$ cat src/rtl/clk_rate_ctrl_pkg.sv
// Shared types and divide table for the clock-enable rate controller.
// Rate codes index DIV_TABLE; div_of() gives the terminal count (DIV-1).
package clk_rate_pkg;

   localparam int unsigned DIV_M1_W = 6;

   typedef enum logic [1:0] {
      RATE_1M,
      RATE_10M,
      RATE_25M,
      RATE_50M
   } rate_code_t;

   typedef enum logic {
      RUN,
      PEND
   } state_t;

   // Divide ratio from the 50 MHz system clock, indexed by rate code.
   localparam int unsigned DIV_TABLE [4] = '{50, 5, 2, 1};

   function automatic logic [DIV_M1_W-1:0] div_of(rate_code_t code);
      return DIV_M1_W'(DIV_TABLE[int'(code)] - 1);
   endfunction

endpackage

$ cat src/rtl/clk_rate_ctrl_if.sv
// Request/status bundle between the rate controller and its user.
// master drives the request side, slave is the controller.
interface clk_rate_ctrl_if
   import clk_rate_pkg::*;
#(
   parameter int unsigned TCNT_W = 16
);

   logic              en;
   logic              sel_req;
   rate_code_t        sel_code;
   logic              sel_ack;
   logic              busy;
   rate_code_t        rate_code;
   logic              tick;
   logic [TCNT_W-1:0] tick_count;

   modport master (
      output en,
      output sel_req,
      output sel_code,
      input  sel_ack,
      input  busy,
      input  rate_code,
      input  tick,
      input  tick_count
   );

   modport slave (
      input  en,
      input  sel_req,
      input  sel_code,
      output sel_ack,
      output busy,
      output rate_code,
      output tick,
      output tick_count
   );

endinterface

$ cat src/rtl/clk_rate_ctrl_tick_gen.sv
// Period counter and registered tick pulse with a wrapping tick counter.
// at_end flags the enabled edge that closes the current period.
module tick_gen #(
   parameter int unsigned CNT_W  = 6,
   parameter int unsigned TCNT_W = 16
) (
   input  logic              clk_in,
   input  logic              rst,
   input  logic              en,
   input  logic              load,
   input  logic [CNT_W-1:0]  div_m1,
   output logic              at_end,
   output logic              tick,
   output logic [TCNT_W-1:0] tick_count
);

   logic [CNT_W-1:0]  cnt_q, cnt_d;
   logic              tick_q, tick_d;
   logic [TCNT_W-1:0] tcnt_q, tcnt_d;

   always_comb begin
      at_end = en && (cnt_q == div_m1);
      cnt_d  = cnt_q;
      tick_d = 1'b0;
      tcnt_d = tcnt_q;
      if (load || at_end) begin
         cnt_d = '0;
      end else if (en) begin
         cnt_d = cnt_q + CNT_W'(1);
      end
      if (at_end) begin
         tick_d = 1'b1;
         tcnt_d = tcnt_q + TCNT_W'(1);
      end
   end

   always_ff @(posedge clk_in) begin
      if (rst) begin
         cnt_q  <= '0;
         tick_q <= 1'b0;
         tcnt_q <= '0;
      end else begin
         cnt_q  <= cnt_d;
         tick_q <= tick_d;
         tcnt_q <= tcnt_d;
      end
   end

   assign tick       = tick_q;
   assign tick_count = tcnt_q;

endmodule

$ cat src/rtl/clk_rate_ctrl.sv
// Clock-enable rate controller: selectable tick rate with req/ack rate
// changes applied only on a period boundary so no period is truncated.
module clk_rate_ctrl
   import clk_rate_pkg::*;
#(
   parameter int unsigned CLK_HZ = 50_000_000,
   parameter int unsigned CNT_W  = 6,
   parameter int unsigned TCNT_W = 16
) (
   input logic            clk_in,
   input logic            rst,
   clk_rate_ctrl_if.slave bus
);

   state_t     state_q, state_d;
   rate_code_t pend_q, pend_d;
   rate_code_t rate_q, rate_d;
   logic       busy_q, busy_d;
   logic       ack_q, ack_d;
   logic       load;
   logic       at_end;
   logic [CNT_W-1:0] div_m1;

   assign div_m1 = CNT_W'(div_of(rate_q));

   tick_gen #(
      .CNT_W  (CNT_W),
      .TCNT_W (TCNT_W)
   ) u_tick_gen (
      .clk_in     (clk_in),
      .rst        (rst),
      .en         (bus.en),
      .load       (load),
      .div_m1     (div_m1),
      .at_end     (at_end),
      .tick       (bus.tick),
      .tick_count (bus.tick_count)
   );

   always_comb begin
      state_d = state_q;
      pend_d  = pend_q;
      rate_d  = rate_q;
      busy_d  = busy_q;
      ack_d   = 1'b0;
      load    = 1'b0;
      unique case (state_q)
         RUN: begin
            if (bus.sel_req && !busy_q) begin
               pend_d  = bus.sel_code;
               busy_d  = 1'b1;
               state_d = PEND;
            end
         end
         PEND: begin
            // Switch on the edge that emits the last old-rate tick.
            if (at_end) begin
               rate_d  = pend_q;
               busy_d  = 1'b0;
               ack_d   = 1'b1;
               load    = 1'b1;
               state_d = RUN;
            end
         end
         default: state_d = RUN;
      endcase
   end

   always_ff @(posedge clk_in) begin
      if (rst) begin
         state_q <= RUN;
         pend_q  <= RATE_1M;
         rate_q  <= RATE_1M;
         busy_q  <= 1'b0;
         ack_q   <= 1'b0;
      end else begin
         state_q <= state_d;
         pend_q  <= pend_d;
         rate_q  <= rate_d;
         busy_q  <= busy_d;
         ack_q   <= ack_d;
      end
   end

   assign bus.sel_ack   = ack_q;
   assign bus.busy      = busy_q;
   assign bus.rate_code = rate_q;

   // Every rate must divide the input clock exactly.
   a_clk_divisible : assert property (@(posedge clk_in) (CLK_HZ % 50) == 0);
   a_ack_with_tick : assert property (@(posedge clk_in) disable iff (rst) ack_q |-> bus.tick);

endmodule

$ cat src/flat_wrapper.sv
// flat-port wrapper written by rule: the top's interface ports become plain ports
module clk_rate_ctrl_flat import clk_rate_pkg::*;
#(
   parameter int unsigned CLK_HZ = 50_000_000,
   parameter int unsigned CNT_W  = 6,
   parameter int unsigned TCNT_W = 16
)
  (clk_in, rst, bus_en, bus_sel_req, bus_sel_code, bus_sel_ack, bus_busy, bus_rate_code, bus_tick, bus_tick_count);
  clk_rate_ctrl_if #(.TCNT_W(TCNT_W)) bus_i ();
  input logic clk_in;
  input logic rst;
  input wire logic [$bits(bus_i.en)-1:0] bus_en;
  input wire logic [$bits(bus_i.sel_req)-1:0] bus_sel_req;
  input wire logic [$bits(bus_i.sel_code)-1:0] bus_sel_code;
  output wire logic [$bits(bus_i.sel_ack)-1:0] bus_sel_ack;
  output wire logic [$bits(bus_i.busy)-1:0] bus_busy;
  output wire logic [$bits(bus_i.rate_code)-1:0] bus_rate_code;
  output wire logic [$bits(bus_i.tick)-1:0] bus_tick;
  output wire logic [$bits(bus_i.tick_count)-1:0] bus_tick_count;
  assign bus_i.en = bus_en;
  assign bus_i.sel_req = bus_sel_req;
  assign bus_i.sel_code = bus_sel_code;
  assign bus_sel_ack = bus_i.sel_ack;
  assign bus_busy = bus_i.busy;
  assign bus_rate_code = bus_i.rate_code;
  assign bus_tick = bus_i.tick;
  assign bus_tick_count = bus_i.tick_count;
  clk_rate_ctrl #(.CLK_HZ(CLK_HZ), .CNT_W(CNT_W), .TCNT_W(TCNT_W)) u_core (.clk_in(clk_in), .rst(rst), .bus(bus_i));
endmodule
$ cat config.mk
export PLATFORM = sky130hd
export DESIGN_NAME = clk_rate_ctrl_flat
export DESIGN_NICKNAME = d
export VERILOG_FILES = /design/src/rtl/clk_rate_ctrl_pkg.sv /design/src/rtl/clk_rate_ctrl_if.sv /design/src/rtl/clk_rate_ctrl_tick_gen.sv /design/src/rtl/clk_rate_ctrl.sv /design/src/flat_wrapper.sv
export SDC_FILE = /design/constraint.sdc
export NUM_CORES = 1
export LEC_CHECK = 0
export BUFFER_PORTS_ARGS = -buffer_cell sky130_fd_sc_hd__buf_2
export CORE_ASPECT_RATIO = 0.8
export CORE_MARGIN = 5
export CORE_UTILIZATION = 40
export CTS_CLUSTER_SIZE = 12
export DETAILED_ROUTE_END_ITERATION = 16
export RECOVER_POWER = 100
export SYNTH_ARGS = -nofsm -noshare
export SYNTH_HDL_FRONTEND = slang
export SYNTH_SLANG_ARGS = --single-unit
$ cat constraint.sdc
create_clock -name clk_in -period 2.8 [get_ports clk_in]
set_clock_uncertainty 0.2 [all_clocks]
set_input_delay 0.56 -clock clk_in [delete_from_list [all_inputs] [get_ports clk_in]]
set_output_delay 0.56 -clock clk_in [all_outputs]
set_load 0.01 [all_outputs]
==> results of run 1 <==
## worst max-delay path: stages, from the launching register on
cell	delay, ps
dfxtp_1	430
mux2_1	360
a21oi_2	500
clkbuf_1	360
or4_1	180
a21oi_1	60
## layout make-up
cell class                      count  area [µm²]
Fill cell                         354        1820
Sequential cell                    30         601
Inverter                            2        7.51
Multi-Input combinational cell    123         803
Timing Repair Buffer               29         118
Clock buffer                        7        86.3
Tap cell                           42        52.6
Clock inverter                      1        5.00
## cells by family after synthesis
kind of cell / count (synthesis)
buffers and inverters: 15
AND/OR/NAND/NOR: 75
adder cells (fa/ha/maj): 2
XOR/XNOR: 6
flip-flops: 30
AO/OA/AOI/OAI: 31
multiplexers: 9
## layer usage
| layer | track usage (%) | routed length [µm] |
|---|---|---|
| met1 | 18.7 | 1650 |
| met2 | 20.5 | 1460 |
| met3 | 4.63 | 153 |
| met4 | 4.64 | 33 |
| met5 | 0 | 0 |
## power groups by stage
stage               combinational, mW  clock, mW  sequential [mW]
floorplan                      0.0350          0            0.451
CTS                            0.0462      0.364            0.443
global route                   0.0515      0.390            0.444
finish                         0.0458      0.350            0.443
detailed placement             0.0459          0            0.452
global placement               0.0445          0            0.452
## metrics by stage
step	instances	cell area, µm²
finish	234	1670
global placement	226	1620
detailed placement	226	1620
floorplan	168	1480
global route	234	1670
CTS	234	1710
## path summary, 6_finish.rpt
kind | endpoint | slack (ps) | depth (start not counted)
setup / recovery | u_core.u_tick_gen.tick_count[3] | 520 | 5
hold / removal | u_core.pend_q[0] | 280 | 2
setup reg to reg | u_core.u_tick_gen.tick_count[3] | 520 | 5
hold reg to reg | u_core.pend_q[0] | 280 | 2
## flip-flops by register name (all words and copies together) (netlist names)
signal	count
u_core.bus.busy	1
u_core.pend_q	2
u_core.bus.sel_ack	1
u_core.u_tick_gen.cnt_q	6
u_core.state_q	1
u_core.u_tick_gen.tick_count	16
u_core.u_tick_gen.tick	1
u_core.bus.rate_code	2
## layout by cell type (no fill, tap or decap)
| master | n |
|---|---|
| nand3_1 | 5 |
| inv_1 | 2 |
| nand2_1 | 8 |
| clkinv_2 | 1 |
| buf_2 | 4 |
| nor2_1 | 10 |
| or3b_1 | 1 |
| nor3b_2 | 1 |
| o22ai_1 | 1 |
| mux2_1 | 6 |
| buf_4 | 1 |
| or4_1 | 9 |
| nor4_1 | 3 |
| nand2b_1 | 6 |
| clkbuf_1 | 25 |
| a21oi_2 | 1 |
| o31ai_1 | 10 |
| clkbuf_8 | 6 |
| nor3_1 | 9 |
| or3_1 | 1 |
| mux2i_1 | 3 |
| xnor2_1 | 2 |
| dfxtp_1 | 30 |
| and4bb_1 | 1 |
| and4_1 | 4 |
| xor2_1 | 4 |
| o21ai_1 | 3 |
| a21oi_1 | 14 |
| and2_0 | 2 |
| o21ai_0 | 2 |
| and3_1 | 2 |
| nor2b_1 | 5 |
| ha_1 | 2 |
| nand4_1 | 8 |
==> flow_summary.json, run 1 <==
{
  "outcome": "finished, violations left",
  "violations": "capacitance limit, slew limit",
  "coreArea_um2": 3490,
  "netSwitchingPower_mw": 0.189,
  "total_power_mw": 0.839,
  "fin_hold_ws_ps": 284,
  "cts.clk_slew.worst_paths_ps": 60,
  "min-delay-path-class": "reg2reg",
  "drtIter0Drc": 89,
  "nNetsFinal": 199,
  "clk_latency_ps": 280,
  "gp_congestion": 0.885,
  "synth_most_common_cell": "dfxtp_1",
  "syn_nets": 176,
  "synth.largest_area_cell": "dfxtp_1",
  "viasPerCell": 5.68,
  "timing_hold_violations_final": 0,
  "max_freq_mhz": 438,
  "synth_cell_type_count": 34,
  "final_util_pct": 47.9,
  "synth_top_family_by_area": "simple AND/OR/NAND/NOR gates",
  "portBuffers": 26,
  "grt_first_pass_wirelength_um": 5720,
  "peakVddDrop_uv": 265,
  "p_int_mw": 0.650,
  "cts_setup_buffers": 0,
  "power_density_nw_per_um2": 502,
  "ys_top_cells_by_count": "30 x dfxtp_1, 14 x a21oi_1, 10 x nor2_1, 10 x o31ai_1",
  "synth_compound_area_share_pct": 12.6,
  "initial_core_util_pct": 42.2,
  "grt_util_all_layers_pct": 13.8,
  "synth_warnings": 0,
  "clockBufferDepth": 2,
  "slew_headroom_pct": -2.05,
  "maxSlewViolCount": 38,
  "die-area_um2": 5010,
  "cts.sinks": 30,
  "ys_async_sr_fraction_pct": 0,
  "yosys.area_share.simple_pct": 30.0,
  "routed_wl_um": 3290,
  "wl_per_cell_um": 14.1,
  "crit_type": "reg2reg",
  "core.rowCount": 19,
  "drv_cap": 1,
  "synthTopCellsByArea": "dfxtp_1 41%, o31ai_1 5.1%, a21oi_1 4.7%, or4_1 4.6%, mux2_1 4.6%",
  "critPathLaunchType": "register",
  "htreeDepth": 2,
  "grt_max_degree": 38,
  "rsz0062_at_grt": "no",
  "power_frac_clock_pct": 41.7,
  "min_from": "u_core.pend_q[0]",
  "synth_edf_count": 0,
  "critPathLaunch": "u_core.u_tick_gen.cnt_q[2]",
  "synthXorXnorAreaFrac_pct": 3.56,
  "setup_tns_ps": 0,
  "synth_cells": 168,
  "swShare_pct": 22.6,
  "die-height_um": 64.3,
  "dr.pass1.iters": 4,
  "dp_hpwl_um": 2260,
  "synthMuxAreaShare_pct": 6.62,
  "yosysSeqAreaShare_pct": 40.7,
  "syn_area_per_cell_um2": 8.78,
  "overflow": 0,
  "worstMarginPinSlew_ps": 1530,
  "cts-hold-fix-buffers": 0,
  "cts-buffers-inserted": 5,
  "min_period_ps": 2280,
  "layout-drive-gt1-share_pct": 7.29,
  "drc": 0,
  "num_antenna_cells": 0,
  "final_antenna_net_count": 0,
  "arrival_ps": 2170,
  "finalCritPeriodShare_pct": 81.5,
  "io-pin-count": 27,
  "clockRootBuffer": "clkbuf_8",
  "post_cts_resized": 0,
  "p_leak_nw": 0.561,
  "ys_seq_elements": 30,
  "critical_path_required_ps": 2690,
  "setup_viol": 0,
  "antenna_found_initial": 0,
  "syn_area_um2": 1480,
  "seq_power_share_pct": 52.8,
  "pwr-share-comb_pct": 5.5,
  "die_w_um": 77.9,
  "worst_setup_path_end_kind": "register",
  "cts_tree": "done",
  "ys.flop_type": "dfxtp_1",
  "pre_cts_slack_ps": 688,
  "area_growth_pct": 13.4,
  "num_vias": 1328,
  "finalWorstSetupSlack_ps": 518,
  "r2r_start": "u_core.u_tick_gen.cnt_q[2]",
  "grt_pass1_vias": 1262,
  "synth_fa_ha_area_share_pct": 1.70,
  "synth_top_area_share_pct": 40.7,
  "worstPathMaxFanout": 15
}
Note: power is estimated with default switching activity, not from simulation.
==> inputs of run 2 (changes only) <==
- clock period: 2.8 -> 2.2 ns (I/O delays scaled with it)
==> run 2 against run 1 <==
The run now ends clean. Clock-buffer cell count is the same. Worst hold slack worse by 75 ps. Core utilization grew 0.64 points. Cell count is 0.85% higher. Flip-flop and latch count unchanged. Power rose by 29%. Global-route usage rose by 0.69 points. Routed wire length is 3.6% higher. Largest power group unchanged. Highest routed layer unchanged.
==> flow_summary.json, run 2 (synthesized netlist as in run 1, its figures left out) <==
{
  "max_stage_delay_ps": 430,
  "worst_setup_path_end_kind": "register",
  "cts_tree": "done",
  "peakVddDrop_uv": 438,
  "cts-hold-fix-buffers": 0,
  "arrival_ps": 1940,
  "crit_type": "reg2reg",
  "path_cells": "mux2_1 > a21oi_1 > buf_12 > nor4_1 > mux2_1",
  "worstMarginPinSlew_ps": 537,
  "clockBufferDepth": 2,
  "grt_pass1_vias": 1273,
  "area_growth_pct": 14.9,
  "cpMostUsedCell": "mux2_1",
  "maxSlewViolCount": 0,
  "fin_area_um2": 1700,
  "total_power_mw": 1.09,
  "antenna_found_initial": 0,
  "finalCritPeriodShare_pct": 89.7,
  "final_cell_mix": "30 x dfxtp_1, 22 x clkbuf_1, 15 x a21oi_1",
  "crit_family": "multiplexers",
  "io-pin-count": 27,
  "power_density_nw_per_um2": 641,
  "cts-buffers-inserted": 5,
  "gp_congestion": 0.785,
  "critPathLaunchType": "register",
  "nNetsFinal": 201,
  "num_vias": 1356,
  "outcome": "finished, final reports clean",
  "die-area_um2": 5010,
  "layout-drive-gt1-share_pct": 8.76,
  "slowest_stage": "dfxtp_1",
  "overflow": 0,
  "initial_core_util_pct": 42.2,
  "worstPathMaxFanout": 31,
  "post_cts_resized": 0,
  "setup_viol": 0,
  "grt_util_all_layers_pct": 14.5,
  "cts_setup_buffers": 0,
  "cp_num_buf_inv": 1,
  "cts.clk_slew.worst_paths_ps": 60,
  "min_period_ps": 1970,
  "clockRootBuffer": "clkbuf_8",
  "viasPerCell": 5.75,
  "timing_hold_violations_final": 0,
  "drc": 0,
  "core.rowCount": 19,
  "final_util_pct": 48.5,
  "fin_hold_ws_ps": 209,
  "final_antenna_net_count": 0,
  "rsz0062_at_grt": "no",
  "die-height_um": 64.3,
  "grt_first_pass_wirelength_um": 5870,
  "wl_per_cell_um": 14.4,
  "place_area_um2": 1640,
  "layout_commonest_cell": "dfxtp_1",
  "max_freq_mhz": 507,
  "dr.pass1.iters": 4,
  "die_w_um": 77.9,
  "htreeDepth": 2,
  "min-delay-path-class": "in2reg",
  "p_leak_nw": 0.588,
  "num_antenna_cells": 0,
  "routed_wl_um": 3410,
  "drv_cap": 0,
  "largest_reg_flops": 16,
  "critical_path_required_ps": 2160,
  "portBuffers": 26,
  "grt_max_degree": 32,
  "drtIter0Drc": 104,
  "slew_headroom_pct": 64.1,
  "cts.sinks": 30,
  "coreArea_um2": 3490,
  "setup_tns_ps": 0,
  "clk_latency_ps": 280,
  "dp_hpwl_um": 2330
}
run 2: final timing paths:
kind / from / to / slack (ps) / depth (start not counted)
worst max register to register: u_core.u_tick_gen.cnt_q[2] / u_core.u_tick_gen.tick_count[10] / 230 / 5
worst min register to register: u_core.pend_q[0] / u_core.bus.rate_code[0] / 280 / 2
worst max-delay path: u_core.u_tick_gen.cnt_q[2] / u_core.u_tick_gen.tick_count[10] / 230 / 5
worst min-delay path: bus_sel_code[1] / u_core.pend_q[1] / 210 / 3
run 2: tightest hold or removal path, stage by stage:
cell and delay (ps):
buf_2 100, nand2_1 50, a21oi_1 50
run 2: area by class of cell:
class,instances,area (µm²)
fillers,352,1800
multi-input cells,123,795
flip-flops and latches,30,601
repair buffers,31,149
clock buffers,7,86.3
well taps,42,52.6
inverters,2,7.51
clock inverters,1,5.00
run 2: through the flow:
| stage | cells | setup WS [ps] |
|---|---|---|
| after floorplan | 168 | 298 |
| after global placement | 228 | 326 |
| after detailed placement | 228 | 235 |
| after CTS | 236 | 222 |
| after global routing | 236 | 66.4 |
| final | 236 | 226 |
run 2: per-layer routing:
metal	part of all wire (%)	global-route usage, %	up-vias	wire (µm)
met5	0	0	-	0
met4	1.5	6.96	0	51
met3	5.8	4.49	5	198
met2	43	22.2	37	1450
met1	50	18.5	647	1700
li1	-	-	667	-
run 2: where the power goes:
group / total (mW) / internal, mW / switching [mW]
combinational: 0.0599 / 0.0223 / 0.0376
sequential: 0.565 / 0.554 / 0.0115
clock: 0.462 / 0.252 / 0.210
total: 1.09 / 0.828 / 0.259
